File: config.mk
export PLATFORM = sky130hd
export DESIGN_NAME = mem_port_arbiter
export DESIGN_NICKNAME = d
export VERILOG_FILES = /design/src/rtl/mem_port_arbiter.sv
export SDC_FILE = /design/constraint.sdc
export NUM_CORES = 1
export LEC_CHECK = 0
export CAP_MARGIN = 20
export CELL_PAD_IN_SITES_DETAIL_PLACEMENT = 1
export CELL_PAD_IN_SITES_GLOBAL_PLACEMENT = 1
export CORE_MARGIN = 5
export CORE_UTILIZATION = 22
export DETAILED_ROUTE_END_ITERATION = 6
export GPL_TIMING_DRIVEN = 0
export PLACE_DENSITY = 0.74
export SLEW_MARGIN = 20
export SYNTH_ARGS = -nofsm -noshare
export SYNTH_HDL_FRONTEND = slang
export SYNTH_SLANG_ARGS = --single-unit
File: constraint.sdc
create_clock -name clk -period 2.4 [get_ports clk]
set_clock_uncertainty 0.15 [all_clocks]
set_input_delay 0.48 -clock clk [delete_from_list [all_inputs] [get_ports clk]]
set_output_delay 0.48 -clock clk [all_outputs]
set_load 0.02 [all_outputs]
File: src/rtl/mem_port_arbiter.sv
`default_nettype none
// +--------------------------------------------------------------------------+
// | Module      : mem_port_arbiter                                           |
// | Description : Shares one single-port memory between instruction fetch    |
// |               and load/store, data-priority with fetch anti-starvation.  |
// |               Optional macro ARB_PERF_CNT_EN adds per-port stall counters.|
// | Revision    : 1.0 - initial release                                      |
// +--------------------------------------------------------------------------+
module mem_port_arbiter #(
    parameter int ADDR_WIDTH   = 32,
    parameter int DATA_WIDTH   = 32,
    parameter int MEM_LATENCY  = 1,
    parameter int STARVE_LIMIT = 4
) (
    input  logic                      clk,
    input  logic                      rst,
    input  logic                      if_req,
    input  logic [ADDR_WIDTH-1:0]     if_addr,
    output logic                      if_gnt,
    output logic                      if_rvalid,
    output logic [DATA_WIDTH-1:0]     if_rdata,
    input  logic                      dm_req,
    input  logic                      dm_we,
    input  logic [DATA_WIDTH/8-1:0]   dm_be,
    input  logic [ADDR_WIDTH-1:0]     dm_addr,
    input  logic [DATA_WIDTH-1:0]     dm_wdata,
    output logic                      dm_gnt,
    output logic                      dm_rvalid,
    output logic [DATA_WIDTH-1:0]     dm_rdata,
    output logic                      mem_en,
    output logic [DATA_WIDTH/8-1:0]   mem_we,
    output logic [ADDR_WIDTH-1:0]     mem_addr,
    output logic [DATA_WIDTH-1:0]     mem_wdata,
    input  logic [DATA_WIDTH-1:0]     mem_rdata,
    output logic                      busy
`ifdef ARB_PERF_CNT_EN
    ,
    output logic [31:0]               perf_if_stall,
    output logic [31:0]               perf_dm_stall
`endif
);

    localparam logic [1:0] c_LAT_LAST   = 2'(MEM_LATENCY - 1);
    localparam logic [3:0] c_STARVE_MAX = 4'(STARVE_LIMIT);
    localparam logic [0:0] c_ST_IDLE    = 1'b0;
    localparam logic [0:0] c_ST_WAIT    = 1'b1;

    logic [0:0]            r_state;
    logic [1:0]            r_wait_cnt;
    logic [3:0]            r_starve_cnt;
    logic                  r_owner_dm;
    logic                  r_op_wr;
    logic                  r_if_rvalid;
    logic                  r_dm_rvalid;
    logic [DATA_WIDTH-1:0] r_if_rdata;
    logic [DATA_WIDTH-1:0] r_dm_rdata;

    logic w_idle;
    logic w_starved;
    logic w_dm_win;
    logic w_if_win;

    // Grant is combinational in IDLE; rst gates it so nothing issues during reset.
    assign w_idle    = (r_state == c_ST_IDLE) && !rst;
    assign w_starved = (r_starve_cnt == c_STARVE_MAX);
    assign w_dm_win  = w_idle && dm_req && !(if_req && w_starved);
    assign w_if_win  = w_idle && if_req && !w_dm_win;

    assign if_gnt    = w_if_win;
    assign dm_gnt    = w_dm_win;
    assign mem_en    = w_if_win | w_dm_win;
    assign mem_we    = (w_dm_win && dm_we) ? dm_be : '0;
    assign mem_addr  = w_dm_win ? dm_addr : (w_if_win ? if_addr : '0);
    assign mem_wdata = w_dm_win ? dm_wdata : '0;
    assign busy      = (r_state != c_ST_IDLE);
    assign if_rvalid = r_if_rvalid;
    assign if_rdata  = r_if_rdata;
    assign dm_rvalid = r_dm_rvalid;
    assign dm_rdata  = r_dm_rdata;

    always_ff @(posedge clk or posedge rst) begin
        if (rst) begin
            r_state      <= c_ST_IDLE;
            r_wait_cnt   <= '0;
            r_starve_cnt <= '0;
            r_owner_dm   <= 1'b0;
            r_op_wr      <= 1'b0;
            r_if_rvalid  <= 1'b0;
            r_dm_rvalid  <= 1'b0;
            r_if_rdata   <= '0;
            r_dm_rdata   <= '0;
        end else begin
            r_if_rvalid <= 1'b0;
            r_dm_rvalid <= 1'b0;
            case (r_state)
                c_ST_IDLE: begin
                    r_wait_cnt <= '0;
                    if (!if_req || w_if_win) begin
                        r_starve_cnt <= '0;
                    end else if (w_dm_win && !w_starved) begin
                        r_starve_cnt <= r_starve_cnt + 4'd1;
                    end
                    if (w_if_win || w_dm_win) begin
                        r_state    <= c_ST_WAIT;
                        r_owner_dm <= w_dm_win;
                        r_op_wr    <= w_dm_win && dm_we;
                    end
                end
                c_ST_WAIT: begin
                    if (r_wait_cnt == c_LAT_LAST) begin
                        r_state    <= c_ST_IDLE;
                        r_wait_cnt <= '0;
                        if (r_owner_dm) begin
                            r_dm_rvalid <= 1'b1;
                            r_dm_rdata  <= r_op_wr ? '0 : mem_rdata;
                        end else begin
                            r_if_rvalid <= 1'b1;
                            r_if_rdata  <= mem_rdata;
                        end
                    end else begin
                        r_wait_cnt <= r_wait_cnt + 2'd1;
                    end
                end
            endcase
        end
    end

`ifdef ARB_PERF_CNT_EN
    logic [31:0] r_perf_if;
    logic [31:0] r_perf_dm;

    assign perf_if_stall = r_perf_if;
    assign perf_dm_stall = r_perf_dm;

    // Stall = request high without a grant in the same cycle, saturating.
    always_ff @(posedge clk or posedge rst) begin
        if (rst) begin
            r_perf_if <= '0;
            r_perf_dm <= '0;
        end else begin
            if (if_req && !w_if_win && (r_perf_if != 32'hFFFF_FFFF)) begin
                r_perf_if <= r_perf_if + 32'd1;
            end
            if (dm_req && !w_dm_win && (r_perf_dm != 32'hFFFF_FFFF)) begin
                r_perf_dm <= r_perf_dm + 32'd1;
            end
        end
    end
`endif

endmodule
`default_nettype wire

Word-level counts from Yosys, hierarchy flattened
Index checks and enable logic that the tools add are counted.

Memories: 0. Input bits: 137. ROM bits: 0. Register bits: 75. Latch bits: 0. Bits in writable memories: 0.

Equality and inequality tests: 1. Shift-type cells: 0. $add $sub $neg: 2. Div/mod/pow operators: 0. Multiply operators: 0. Reductions and logical operators: 21. Bitwise logic cells: 3. Muxes and demuxes: 18. $lt $le $gt $ge: 0.

Operator list (count): 32-bit 2-to-1 mux (4); 4-bit 2-to-1 mux (3); 1-bit logical AND (8); 1-bit 2-to-1 mux (8); 3-bit AND reduction (2); 1-bit logical NOT (5); 4-bit by 1-bit adder with 4-bit output (second input constant) (1); 4-bit by 3-bit equality test with 1-bit output (second input constant) (1); 2-bit case mux with 2 select lines (1); 2-bit AND reduction (2); 2-bit by 1-bit adder with 2-bit output (second input constant) (1); 2-bit logical NOT (1); 1-bit logical OR (2); 2-bit 2-to-1 mux (1); 1-bit NOT (2); 1-bit case mux with 2 select lines (1); 2-bit nonzero test (1); 1-bit bitwise OR (1).

Longest topological paths before layout
Gate-level depths: netlist (run 1).

Depth after elaboration: 9. Gate-level depth with buffers: 7. Gate-level depth less buffers: 5.

Worst setup path before layout (run 1)
OpenSTA, ideal clock, no wires.

Kind: input to register. From: input port rst. To: register r_starve_cnt[2]. Required time: 2.120 ns. Arrival: 2.423 ns. Path slack: -0.303 ns. Buffers on the path: 0. Stages: 3. Path through: inv_1 o31a_1 o21ai_0.

Cells in the longest elaborated chain, start to end: 9. Elaborated cells on any way between the ends: 12. Those cells by class: mux: 1; reduce/logical: 11.

RTL lines: from (decl) (line 16) `input logic rst,`; 1-bit logical NOT (no source line) *; 1-bit logical AND * (line 64) `assign w_idle = (r_state == c_ST_IDLE) && !rst;`; 1-bit logical AND (2 in series) (line 66) `assign w_dm_win = w_idle && dm_req && !(if_req && w_starved);`; 1-bit logical NOT (line 67) `assign w_if_win = w_idle && if_req && !w_dm_win;`; 1-bit logical AND (line 67); 1-bit logical OR (line 98) `if (!if_req || w_if_win) begin`; 2-bit nonzero test (no source line); 2-bit AND reduction (no source line); to (signal assigned) (line 101) `r_starve_cnt <= r_starve_cnt + 4'd1;`; to (decl) (line 50) `logic [3:0] r_starve_cnt;`.

Every way passes the cells marked *; elsewhere a longest branch is shown, timed or not. A chain may end at the register's enable or synchronous reset.

Worst setup path in the final report (run 1)
From: register r_starve_cnt[0]. To: output port mem_wdata[7].

Cells in the longest elaborated chain, start to end: 5.

RTL lines: 4-bit by 3-bit equality test with 1-bit output (line 65) `assign w_starved = (r_starve_cnt == c_STARVE_MAX);`; 1-bit logical AND (line 66); 1-bit logical NOT (line 66); 1-bit logical AND (line 66); 32-bit 2-to-1 mux (line 74) `assign mem_wdata = w_dm_win ? dm_wdata : '0;`; to (decl) (line 33) `output logic [DATA_WIDTH-1:0] mem_wdata,`.

Every way passes these cells.

==> impl_results.md, run 1 <==
- Result of the run: complete, but fails checks
- Violated checks: negative setup slack
- Synth Instances: 420
- Tmin final: 2.606 ns
- Final Power: 5.459 mW
- Mapped Nets: 561
- PortBufs: 273
- Vias: 4456
- TritonCTS Buffers: 9
- Global-route wire length before repair: 28460 um
- Actual slew at the worst max-slew pin: 0.4479 ns
- Hold crit path type: input port to asynchronous set/reset pin
- R2R Path Start: busy
- Die W: 143.3 um
- CP Capture Type: output pin
- # rows: 48
- Library cells used by synthesis: 35
- RSZ-0062 raised after global routing: true
- Total power per unit cell area: 690.6 mW/mm2
- Die Y: 143.3 um
- Clk slew on worst S/H paths: 0.06 ns
- CP dominant cell by count: buf_6
- DR vias/cell: 4.632
- Final setup vio count: 63
- Root buffer cell: clkbuf_16
- Area of the die: 0.02054 mm2
- Ys flop type: dfrtp_1
- CP startpoint kind: flop
- Iter 0 DRT Violations: 160
- Max Cap Viol: 0
- Worst path max stage delay: 0.41 ns
- CTS sink cnt: 75
- YS warnings: 0
- Pin count of the biggest net entering global routing: 35
- Worst path depth: 9
- CP max FO: 7
- Final instance area: 0.007904 mm2
- P&R area growth vs syn: 102.1%
- Seq/Total Area, Yosys: 47.98%
- DR WL/cell: 19.35 um
- CP max stage cell: dfrtp_2
- Worst Path Buf+Inv: 5
- # IOs: 275
- Drt pass-1 iters: 4
- R2r setup slk: 0.58 ns
- Leak Pwr: 3.389 nW
- DRC viols: 0
- Worst VDD drop: 0.0003435 V
- TNS Setup: -7.699 ns
- Hold buffer count at CTS: 0
- Critical path data required time: 1.77 ns
- Max-slew headroom: 70.14%
- RePlAce Congestion: 0.9168
- Top cell family by delay on the critical path: buffers and inverters
- Crit share post-route: 108.6%
- Antenna viol nets, final: 0
- WL final: 18610 um
- Core area: 0.01736 mm2
- Total track usage: 17.55%
- Hold_ws: 0.1808 ns
- Fraction of layout cells with a size suffix above 1: 31.89%
- Critical-path cell list: inv_2 -> ha_4 -> nand4b_1 -> and2_4 -> buf_6 -> buf_6 -> buf_6 -> and3_4 -> buf_6
- RR Endpoint: dm_rdata[14]
- Worst slack, placed: -1.048 ns
- Syn Area/Cell: 9.313 um2
- DP HPWL: 14060 um
- Vias in the first global route: 5033
- Post-synth EDFFs: 0
- CTS tree: done
- WP data arrival: 1.98 ns
- Async SR Flop Fraction: 100.0%
- Placed instance area: 0.006969 mm2
- Final hold violation count: 0
- Remaining Overflow, GRT: 0
- Clock buffer depth: 2
- Netlist Area Pre-Place: 0.003911 mm2
- Final Max Slew Viols: 0
- Initial core utilization: 22.53%
- CP Class: flop to output pin
- Critical Path Start: r_starve_cnt[0]
- Fin worst setup slack: -0.2063 ns
- Fillers: 1922
- ANT cells: 0
- Clock latency on the worst-skew pair: 0.33 ns
- H-tree lvl count: 3
- Commonest non-fill, non-tap cell in the layout: clkdlybuf4s50_1
- Initial antenna violation count: 0
- Yosys reg bits: 75
- F_max: 383.7 MHz
- R2R depth: 6
- Critical path capture point: mem_wdata[7]
- Most frequent cells in the layout: 200 x clkdlybuf4s50_1, 100 x nand2_1, 74 x dfrtp_1
- Nets@finish: 874
[worst register-to-register path: stages, from the launching register on]
cell and delay [ns]:
dfrtp_1 0.38, buf_6 0.13, buf_4 0.16, nand3_1 0.11, buf_2 0.21, clkbuf_1 0.36, o21ai_0 0.18
[power by group]
part	total (mW)	switching, mW	internal (mW)
Sequential	1.82	0.205	1.61
Clock	1.23	0.533	0.693
Combinational	2.42	1.17	1.25
[synthesized netlist by cell type (all sizes together), types with 2 or more instances]
library cell,instances,area [um2]
nand3b,2,18.77
ha,4,50.05
and2,3,21.27
nand3,2,10.01
o22ai,32,200.2
o21ai,36,180.2
inv,10,37.54
and4,4,35.03
and3,32,200.2
dfrtp,75,1877
nand2,103,386.6
nand4b,3,26.28
mux2,32,360.4
clkbuf,11,41.29
nand2b,32,200.2
buf,25,150.1
[per-stage QoR]
stage                     util (%)  instances
after global placement       39.92        918
after detailed placement     40.15        920
after CTS                    45.36        959
after global routing         45.54        962
final                        45.54        962
after floorplan                  -        420
[logic make-up (layout without fill, tap and decap cells)]
group	count (synthesis)	in the layout	share of synthesized area, %
buf+inv	46	363	5.854
simple gates	185	185	23.77
compound gates	78	78	11.90
mux	32	32	9.213
fa+ha+maj	4	4	1.280
flops	75	75	47.98
[registers in the layout, indices dropped and copies added, names as in the netlist]
signal / cells
dm_rdata: 32
busy: 1
r_starve_cnt: 4
r_op_wr: 1
if_rdata: 32
if_rvalid: 1
dm_rvalid: 1
r_owner_dm: 1
r_wait_cnt: 2
[area by class of cell]
class,count,area [um2],share of cell area (%)
timing repair buffer,302,3035,38.40
inverter,10,41.29,0.5224
clock inverter,6,41.29,0.5224
tap,225,281.5,3.562
buffer,36,287.8,3.641
sequential,75,1878,23.76
multi-input combinational,299,2113,26.74
clock buffer,9,225.2,2.849
[metal layers]
metal / vias up / wire (um) / part of all wire (%) / global-route usage (%)
met3: 19 / 1276 / 6.9 / 4.226
met2: 179 / 10090 / 54 / 33.38
li1: 2074 / - / - / -
met1: 2184 / 6976 / 37 / 19.76
met4: 0 / 274 / 1.5 / 4.014
met5: - / 0 / 0 / 0
[worst min path at each step]
stage                                 end  slack, ns  depth (start not counted)
after floorplan                r_owner_dm       0.34                          1
after global placement       dm_rdata[10]       0.31                          2
after detailed placement     dm_rdata[10]       0.32                          2
after CTS                 r_starve_cnt[3]       0.17                          2
after global routing              r_op_wr       0.19                          2
final                     r_starve_cnt[3]       0.18                          2
[repair_timing]
action / in CTS / in global routing
pin swaps: 30 / 15
endpoints found under the setup margin: 71 / 71
gates cloned: 6 / 1
buffers inserted: 18 / 6
gates resized for setup: 442 / 64
Note: power is estimated with default switching activity, not from simulation.
==> run 2: changes to the inputs <==
Settings changed: PLACE_DENSITY 0.74 to 0.85.
==> impl_results.md, run 2 (synthesis gave the netlist of run 1 again) <==
- RSZ-0062 raised after global routing: true
- Result of the run: complete, but fails checks
- Max Cap Viol: 0
- Tmin final: 2.527 ns
- Final Power: 5.620 mW
- CTS tree: done
- Area of the die: 0.02054 mm2
- Leak Pwr: 3.413 nW
- Drt pass-1 iters: 4
- CP Class: flop to output pin
- Total power per unit cell area: 703.1 mW/mm2
- # rows: 48
- R2R depth: 6
- Max-slew headroom: 70.51%
- Clock latency on the worst-skew pair: 0.33 ns
- Fin worst setup slack: -0.1271 ns
- CP startpoint kind: flop
- Initial core utilization: 22.53%
- Hold_ws: 0.2899 ns
- DP HPWL: 13250 um
- TritonCTS Buffers: 9
- Final instance area: 0.007993 mm2
- F_max: 395.7 MHz
- Initial antenna violation count: 0
- Core Util, Final: 46.05%
- Pin count of the biggest net entering global routing: 32
- Die W: 143.3 um
- Critical path data required time: 1.77 ns
- Commonest non-fill, non-tap cell in the layout: clkdlybuf4s50_1
- Vias in the first global route: 4901
- Placed insts: 920
- Actual slew at the worst max-slew pin: 0.4415 ns
- H-tree lvl count: 3
- Placed instance area: 0.006969 mm2
- Nets@finish: 870
- RR Endpoint: dm_rdata[14]
- CP max FO: 10
- Violated checks: negative setup slack
- Critical path capture point: mem_addr[12]
- DR WL/cell: 19.08 um
- Fraction of layout cells with a size suffix above 1: 32.02%
- PortBufs: 273
- DRC viols: 0
- Final hold violation count: 0
- CP Capture Type: output pin
- Antenna viol nets, final: 0
- Die Y: 143.3 um
- Global-route wire length before repair: 27470 um
- R2R Path Start: busy
- Final Max Slew Viols: 0
- Root buffer cell: clkbuf_16
- WP data arrival: 1.90 ns
- DR vias/cell: 4.618
- RePlAce Congestion: 0.8038
- Worst VDD drop: 0.0004064 V
- Vias: 4429
- Remaining Overflow, GRT: 0
- Core area: 0.01736 mm2
- Clock buffer depth: 2
- Crit share post-route: 105.3%
- Final setup vio count: 61
- Total track usage: 16.84%
- CTS sink cnt: 75
- ANT cells: 0
- Most frequent cells in the layout: 200 x clkdlybuf4s50_1, 99 x nand2_1, 74 x dfrtp_1
- P&R area growth vs syn: 104.4%
- Hold crit path type: input port to asynchronous set/reset pin
- R2r setup slk: 0.56 ns
- WL final: 18300 um
- # IOs: 275
- Critical Path Start: r_starve_cnt[0]
- Final Non-Filler Cells: 959
- Iter 0 DRT Violations: 101
- Clk slew on worst S/H paths: 0.06 ns
run 2: cell types whose count changed in the layout (fill, tap and decap cells not counted), moves of 3 or more:
cell        change
o22ai_2         +3
and3_4          -4
clkbuf_2        -3
buf_2           -6
buf_8           +4
and3_1          +4
buf_6           -5
o22ai_4         +5
o22ai_1         -8
clkinvlp_4      -3
buf_4           +6
run 2: repair_timing:
item / in CTS / in global routing
gates cloned: 6 / 0
pin swaps: 37 / 4
hold buffers: 0 / 0
setup buffers: 7 / 10
setup endpoints to repair: 71 / 71
resized for setup: 483 / 40
hold endpoints to repair: 0 / 0
run 2: critical path: stages (launching register included):
cell	delay [ns]
dfrtp_2	0.38
inv_2	0.05
ha_4	0.16
nand4b_1	0.14
a21boi_4	0.37
buf_8	0.19
o22ai_1	0.11
buf_4	0.17
run 2: cell type report:
| class | instances | area (um2) |
|---|---|---|
| Fill cell | 1945 | 9364 |
| Timing Repair Buffer | 298 | 2970 |
| Multi-Input combinational cell | 299 | 2186 |
| Sequential cell | 75 | 1878 |
| Buffer | 36 | 326.6 |
| Tap cell | 225 | 281.5 |
| Clock buffer | 10 | 239.0 |
| Clock inverter | 6 | 70.07 |
| Inverter | 10 | 41.29 |
run 2: metal layers:
| metal | up-vias | global-route usage (%) | routed length, um |
|---|---|---|---|
| met5 | - | 0 | 0 |
| met3 | 23 | 3.860 | 1254 |
| met2 | 184 | 31.87 | 9944 |
| li1 | 2067 | - | - |
| met4 | 0 | 5.055 | 360 |
| met1 | 2155 | 18.70 | 6741 |
run 2: worst min path at each step:
stage / end / slack (ns)
final: r_starve_cnt[2] / 0.29
after global routing: r_owner_dm / 0.32
after global placement: dm_rdata[7] / 0.31
after floorplan: r_owner_dm / 0.34
after detailed placement: dm_rdata[11] / 0.32
after CTS: r_starve_cnt[3] / 0.29
run 2: power breakdown:
| part | internal [mW] | switching [mW] | leakage [nW] | total [mW] |
|---|---|---|---|---|
| sequential | 1.61 | 0.189 | 0.921 | 1.80 |
| combinational | 1.25 | 1.17 | 2.34 | 2.43 |
| clock | 0.843 | 0.548 | 0.153 | 1.39 |
run 2: through the flow:
step                      setup TNS [ns]  setup slack, ns
final                             -4.799          -0.1271
after global placement            -72.88           -1.101
after floorplan                        0           0.2312
after detailed placement          -55.33          -0.9917
after CTS                         -2.909         -0.08847
after global routing              -10.38          -0.2088
